<file path="src/rtl/pipeline_hazard_ctrl.sv">
// Five-stage pipeline hazard unit: operand forwarding, load-use stall, branch flush and memory-wait FSM.
// Optional performance counters (stall_cnt/flush_cnt) are built only when HAZARD_PERF_CNT_EN is defined.
module pipeline_hazard_ctrl #(
  parameter int REG_AW  = 5,
  parameter int MEM_LAT = 0,
  parameter int CNT_W   = 32
) (
  input  logic              clk,
  input  logic              reset,
  input  logic [REG_AW-1:0] rs1_d,
  input  logic [REG_AW-1:0] rs2_d,
  input  logic [REG_AW-1:0] rs1_e,
  input  logic [REG_AW-1:0] rs2_e,
  input  logic [REG_AW-1:0] rd_e,
  input  logic [REG_AW-1:0] rd_m,
  input  logic [REG_AW-1:0] rd_w,
  input  logic              load_e,
  input  logic              regwrite_m,
  input  logic              regwrite_w,
  input  logic              pcsrc_e,
  input  logic              mem_req_m,
  output logic [1:0]        forward_ae,
  output logic [1:0]        forward_be,
  output logic              stall_f,
  output logic              stall_d,
  output logic              stall_e,
  output logic              stall_m,
  output logic              flush_d,
  output logic              flush_e,
  output logic              flush_w,
  output logic              mem_busy
`ifdef HAZARD_PERF_CNT_EN
  ,
  output logic [CNT_W-1:0]  stall_cnt,
  output logic [CNT_W-1:0]  flush_cnt
`endif
);

  typedef enum logic [1:0] {S_IDLE = 2'd0, S_WAIT = 2'd1, S_DONE = 2'd2} state_e;

  localparam bit         LAT_EN = (MEM_LAT != 0);
  localparam logic [3:0] LAT_M1 = (MEM_LAT > 0) ? 4'(MEM_LAT - 1) : 4'd0;

  state_e     state_q, state_d;
  logic [3:0] cnt_q, cnt_d;
  logic       mem_wait_s;
  logic       load_use_s;

  function automatic logic [1:0] fwd_sel(input logic [REG_AW-1:0] rs,
                                         input logic [REG_AW-1:0] rdm, input logic wm,
                                         input logic [REG_AW-1:0] rdw, input logic ww);
    logic [1:0] sel;
    if (wm && (rdm != '0) && (rdm == rs)) begin
      sel = 2'b10;
    end else if (ww && (rdw != '0) && (rdw == rs)) begin
      sel = 2'b01;
    end else begin
      sel = 2'b00;
    end
    return sel;
  endfunction

  always_ff @(posedge clk) begin
    if (reset) begin
      state_q <= S_IDLE;
      cnt_q   <= 4'd0;
    end else begin
      state_q <= state_d;
      cnt_q   <= cnt_d;
    end
  end

  // cnt counts the remaining wait cycles after the one currently being stalled
  always_comb begin
    state_d = state_q;
    cnt_d   = cnt_q;
    case (state_q)
      S_IDLE: begin
        if (mem_req_m && LAT_EN) begin
          cnt_d   = LAT_M1;
          state_d = (MEM_LAT == 1) ? S_DONE : S_WAIT;
        end else begin
          state_d = S_IDLE;
        end
      end
      S_WAIT: begin
        cnt_d = cnt_q - 4'd1;
        if (cnt_q == 4'd1) begin
          state_d = S_DONE;
        end else begin
          state_d = S_WAIT;
        end
      end
      S_DONE:  state_d = S_IDLE;
      default: state_d = S_IDLE;
    endcase
  end

  assign mem_wait_s = ((state_q == S_IDLE) && mem_req_m && LAT_EN) || (state_q == S_WAIT);
  assign load_use_s = load_e && (rd_e != '0) && ((rd_e == rs1_d) || (rd_e == rs2_d));

  // Priority: reset > memory wait > taken branch > load-use
  always_comb begin
    forward_ae = 2'b00;
    forward_be = 2'b00;
    stall_f    = 1'b0;
    stall_d    = 1'b0;
    stall_e    = 1'b0;
    stall_m    = 1'b0;
    flush_d    = 1'b0;
    flush_e    = 1'b0;
    flush_w    = 1'b0;
    mem_busy   = 1'b0;
    if (reset) begin
      flush_d = 1'b1;
      flush_e = 1'b1;
      flush_w = 1'b1;
    end else begin
      forward_ae = fwd_sel(rs1_e, rd_m, regwrite_m, rd_w, regwrite_w);
      forward_be = fwd_sel(rs2_e, rd_m, regwrite_m, rd_w, regwrite_w);
      if (mem_wait_s) begin
        stall_f  = 1'b1;
        stall_d  = 1'b1;
        stall_e  = 1'b1;
        stall_m  = 1'b1;
        flush_w  = 1'b1;
        mem_busy = 1'b1;
      end else if (pcsrc_e) begin
        flush_d = 1'b1;
        flush_e = 1'b1;
      end else if (load_use_s) begin
        stall_f = 1'b1;
        stall_d = 1'b1;
        flush_e = 1'b1;
      end else begin
        stall_f = 1'b0;
      end
    end
  end

`ifdef HAZARD_PERF_CNT_EN
  logic [CNT_W-1:0] stall_cnt_q, flush_cnt_q;

  // Saturating event counters
  always_ff @(posedge clk) begin
    if (reset) begin
      stall_cnt_q <= '0;
      flush_cnt_q <= '0;
    end else begin
      if (stall_f && (stall_cnt_q != '1)) begin
        stall_cnt_q <= stall_cnt_q + CNT_W'(1);
      end
      if ((flush_d || flush_e) && (flush_cnt_q != '1)) begin
        flush_cnt_q <= flush_cnt_q + CNT_W'(1);
      end
    end
  end

  assign stall_cnt = stall_cnt_q;
  assign flush_cnt = flush_cnt_q;
`endif

endmodule

</file>
<file path="config.mk">
export PLATFORM = sky130hd
export DESIGN_NAME = pipeline_hazard_ctrl
export DESIGN_NICKNAME = d
export VERILOG_FILES = /design/src/rtl/pipeline_hazard_ctrl.sv
export SDC_FILE = /design/constraint.sdc
export NUM_CORES = 1
export LEC_CHECK = 0
export CAP_MARGIN = 20
export CORE_MARGIN = 5
export CORE_UTILIZATION = 33
export CTS_CLUSTER_DIAMETER = 200
export CTS_CLUSTER_SIZE = 20
export DETAILED_ROUTE_END_ITERATION = 10
export GPL_TIMING_DRIVEN = 0
export HOLD_SLACK_MARGIN = 0.15
export PLACE_DENSITY = 0.9
export SLEW_MARGIN = 25
export SYNTH_ARGS = -nofsm -noshare
export SYNTH_HDL_FRONTEND = slang
export SYNTH_SLANG_ARGS = --single-unit
</file>
<file path="constraint.sdc">
create_clock -name clk -period 1.78 [get_ports clk]
set_input_delay 0.178 -clock clk [delete_from_list [all_inputs] [get_ports clk]]
set_output_delay 0.178 -clock clk [all_outputs]
set_load 0.005 [all_outputs]
</file>
## Yosys cells after proc, flatten, opt, wreduce, memory -nomap -nowiden

Index checks and enable logic that the tools add are counted.

| storage, ports and cells | value |
|---|---|
| register bits | 6 |
| input port bits | 42 |
| output and inout bits | 12 |
| word-level logic and storage cells | 45 |

| cells by class | value |
|---|---|
| add/subtract/negate cells | 1 |
| eq/ne operators | 8 |
| mux-type cells | 20 |
| bitwise operators | 1 |
| reductions and logical operators | 13 |

Operators by type and width:

| kind | number |
|---|---|
| 5-bit equality test | 6 |
| 1-bit two-way mux | 15 |
| 5-bit nonzero test | 3 |
| 2-bit two-way mux | 5 |
| 1-bit logical AND | 8 |
| 4-bit by 1-bit equality test with 1-bit output (second input constant) | 1 |
| 4-bit by 1-bit subtractor with 4-bit output (second input constant) | 1 |
| 2-bit by 1-bit equality test with 1-bit output (second input constant) | 1 |
| 2-bit OR reduction | 1 |
| 1-bit logical OR | 1 |
| 1-bit inverter | 1 |

## Depth between registers and ports, before layout

Gate-level depths: netlist (run 1).

| logic depth | value |
|---|---|
| word-level depth | 7 |
| gate-level depth with buffers | 5 |
| depth with buffers taken out | 5 |

## Least setup slack after synthesis (run 1)

OpenSTA, ideal clock, no wires.

| timing | value |
|---|---|
| path type | in2out |
| from | in rd_m[1] |
| to | out forward_be[0] |
| arrival time | 1247 ps |
| required time | 1602 ps |
| path slack | 355 ps |
| stages on the path | 4 |
| buffers on the path | 0 |
| path through | or4_1 o21ai_2 nor3_2 nor4_2 |

| between the ends | value |
|---|---|
| word-level cells in the longest chain between the ends | 5 |
| elaborated cells between the ends (all ways) | 6 |
| classes of those cells | eq/ne: 1; mux: 2; reduce/logical: 3 |

Ends and longest elaborated chain:

| item | line | RTL |
|---|---|---|
| start: declaration | 15 | `input logic [REG_AW-1:0] rd_m,` |
| 5-bit nonzero test | 53 | `if (wm && (rdm != '0) && (rdm == rs)) begin` |
| 1-bit logical AND | 53 |  |
| 1-bit logical AND * | 53 |  |
| 2-bit two-way mux * | 53 |  |
| 2-bit two-way mux * | 114 | `if (reset) begin` |
| end: declaration | 23 | `output logic [1:0] forward_be,` |

Mark *: on every way between the ends. The rest lies on a longest branch, timed or not.

## Worst setup path after layout (run 1)

| timing | value |
|---|---|
| from | in rd_m[2] |
| to | out forward_be[0] |

The elaborated chain is that of the path after synthesis.

==> results.yml, run 1 <==
synthesis:
  post-synth-top-area-cell: "xor2_1"
  post_synth.cell_area_avg_um2: 7.892
  synth_edf_count: 0
  commonest_cells_post_synth: "xor2_1, xnor2_1, nor2_1, dfxtp_1, nor3_1"
  mappedNetlistArea_um2: 718.2
  synth.top_cell.area_share_pct: 23.17
  synth_async_sr_flop_share_pct: 0
  synth_most_common_cell: "xor2_1"
  yosys_most_used_dff: "dfxtp_1"
  synth_seq_cells: 6
  syn-num-nets: 135
  synth.yosys.warnings: 0
  netlist-cell-type-count: 25
  netlist_instances: 91
  yosys-top-cells-area: "xor2_1, xnor2_1, dfxtp_1, or4_1, nor2_1"
  seq_area_frac_synth_pct: 16.72
flow_run:
  drv_cap: 0
route:
  post_route_drc: 0
  detailedRoute.firstPassIterationCount: 4
  final_antenna_net_count: 0
  drt-wirelength-per-cell_um: 14.44
  wirelength_um: 2642
  post_drt_via_cell_ratio: 4.831
  dr_total_vias: 884
  drtIter0Drc: 10
finish:
  finish.net_count: 201
  final_layout_size_suffix_gt1_share_pct: 26.45
  finalNonFillerCells: 183
  post-route-cell-area_um2: 1390
  area_delta_synth_final_pct: 93.55
place:
  dp_cells: 169
  dp_hpwl_um: 2040
  postPlaceCellArea_um2: 1262
  gp_congestion: 0.8532
  port-buffer-count: 51
  place_ws_ns: -0.7397
sta:
  grt_setup_unrepaired: "true"
  finalCritPeriodShare_pct: 98.14
  finalWorstPathRequiredPeriod_ns: 1.747
  timing.final.ws_setup_ns: 0.03314
  hold_violations: 0
  max_freq_mhz: 572.5
  transition_at_the_pin_with_the_smallest_max_transition_slack_ns: 0.4732
  final-max-slew-violation-count: 0
  slew_headroom_pct: 68.45
  timing.clock.skew_ns: 0.001953
  setup_viol: 0
setup_path:
  required_time_worst_endpoint_ns: 1.60
  worst_path_largest_cell_delay_ns: 0.53
  worst-endpoint-arrival_ns: 1.57
  criticalPathCategory: "in2out"
  critical_path.cell_chain: "buf_2, or4_4, o21ai_2, buf_6, nor3_2, nor4_2, buf_2"
  crit_path_top_delay_cell: "or4_4"
  crit_path_most_repeated_cell: "buf_2"
  worst_setup_path_start_kind: "input port"
  timing.critical_path.to_type: "primary output"
  timing.critical_path.fanout_max: 3
global_routing:
  first_global_vias: 982
  grt_first_pass_wirelength_um: 4133
  grt_util_all_layers_pct: 16.06
  gr-max-usage-layer: "met2"
  global_route.usage.met2_pct: 32.34
  global_route_track_usage_on_met3_pct: 3.899
  overflow: 0
  grt_max_degree: 10
  global_route_track_usage_on_met1_pct: 14.38
  grt_antenna_before_repair: 1
floorplanning:
  die_h_um: 56.65
  core_region_area_um2: 2022
  design.die.area_um2: 3209
  floorplan.io_pins: 54
  die-width_um: 56.65
  initial_utilization_pct: 35.52
  floorplan.rows: 16
pwr:
  power.density_cell_area_nw_per_um2: 341.8
  cellLeakagePower_nw: 0.6051
  max-vdd-ir-drop_v: 0.0003509
clock_network:
  cts.sink_count: 6
  path_clk_slew_ns: 0.04
  tritoncts: "yes"
  worst_skew_pair.late_latency_ns: 0.25
  clock_tree.root_cell: "clkbuf_4"
  cts-buffers-inserted: 3
  post_cts_hold_buffer_count: 0
  h-tree-depth: 1
  maximum_clock_path_buffer_count: 2
worst_hold_path:
  worst_hold_path_type: "in2reg"
run_status:
  run_status: "completed"
-- per-stage QoR --
step / total power [mW] / hold slack, ns / TNS (ns) / utilization (%)
2_1_floorplan: 0.2134 / 0.4339 / 0 / -
3_3_place_gp: 0.3375 / 0.5046 / -3.471 / 62.44
3_5_place_dp: 0.3428 / 0.5238 / -3.757 / 62.44
4_1_cts: 0.4669 / 0.3018 / 0 / 66.46
5_1_grt: 0.5091 / 0.3539 / -0.1168 / 68.75
6_report: 0.4751 / 0.3247 / 0 / 68.75
-- cells in the final DEF, fill, tap and decap left out, types with 3 or more instances in the layout --
cell | synthesis | routed
clkdlybuf4s50_1 | 0 | 22
dlygate4sd2_1 | 0 | 20
xor2_1 | 19 | 19
xnor2_1 | 14 | 14
buf_4 | 3 | 12
nor2_1 | 7 | 7
buf_2 | 0 | 5
nor3_1 | 5 | 4
dfxtp_1 | 6 | 4
inv_1 | 4 | 3
nand2_1 | 4 | 3
nand3_1 | 3 | 3
clkbuf_4 | 0 | 3
-- registers in the layout, summed over array words and instances, names as in the netlist --
| signal | flops |
|---|---|
| cnt_q | 4 |
| state_q | 2 |
-- path summary, 6_finish.rpt --
check | to | from | slack, ns | depth (start not counted)
worst max-delay path | forward_be[0] | rd_m[2] | 0.03 | 7
worst min-delay path | cnt_q[0] | reset | 0.32 | 2
worst max register to register | state_q[1] | state_q[1] | 0.58 | 7
worst min register to register | cnt_q[1] | cnt_q[1] | 0.56 | 2
-- per-layer routing --
| metal | share of wire (%) | up-vias |
|---|---|---|
| met5 | 0 | - |
| met4 | 2.5 | 0 |
| met3 | 5.4 | 7 |
| met2 | 59 | 31 |
| met1 | 33 | 408 |
| li1 | - | 438 |
-- report_power, final --
group / switching (mW) / internal (mW)
combinational: 0.0903 / 0.123
clock: 0.0506 / 0.0763
sequential: 0.000000000000000214 / 0.135
total: 0.141 / 0.334
-- logic make-up after synthesis --
logic type	after synthesis	share of synthesized area [%]
xor gates and xnor gates	33	40.24
buffers and inverters	8	5.748
DFF	6	16.73
adders and majority gates	2	3.484
AOI/OAI and AO/OA	9	8.187
and+or+nand+nor	33	25.61
-- timing repair --
item | in CTS | in global routing
endpoints found under the hold margin | 0 | 0
pin swaps | 10 | 5
gates resized for setup | 59 | 8
endpoints found under the setup margin | 10 | 7
cloned | 0 | 0
setup buffers | 10 | 2
-- area by class of cell --
cell class              count  area (um2)
well taps                  27       33.78
inverters                   4       15.01
fillers                   161       631.9
flip-flops and latches      6       122.6
diodes                      1       2.502
plain buffers               3       18.77
clock buffers               3       22.52
multi-input cells          77       620.6
repair buffers             62       554.3
-- critical path: cells and delay by family --
kind	cells	cell delay (ns)
and+or+nand+nor	3	0.80
buffers and inverters	3	0.41
AOI/OAI and AO/OA	1	0.17
(Power assumes the default switching activity.)
==> inputs of run 2 (changes only) <==
--- a/config.mk
+++ b/config.mk
@@ -9,7 +9,7 @@
 export CORE_MARGIN = 5
 export CORE_UTILIZATION = 33
 export CTS_CLUSTER_DIAMETER = 200
-export CTS_CLUSTER_SIZE = 20
+export CTS_CLUSTER_SIZE = 28
 export DETAILED_ROUTE_END_ITERATION = 10
 export GPL_TIMING_DRIVEN = 0
 export HOLD_SLACK_MARGIN = 0.15
==> results of run 2 <==
No change in the layout: final DEF, timing and power equal those of run 1.
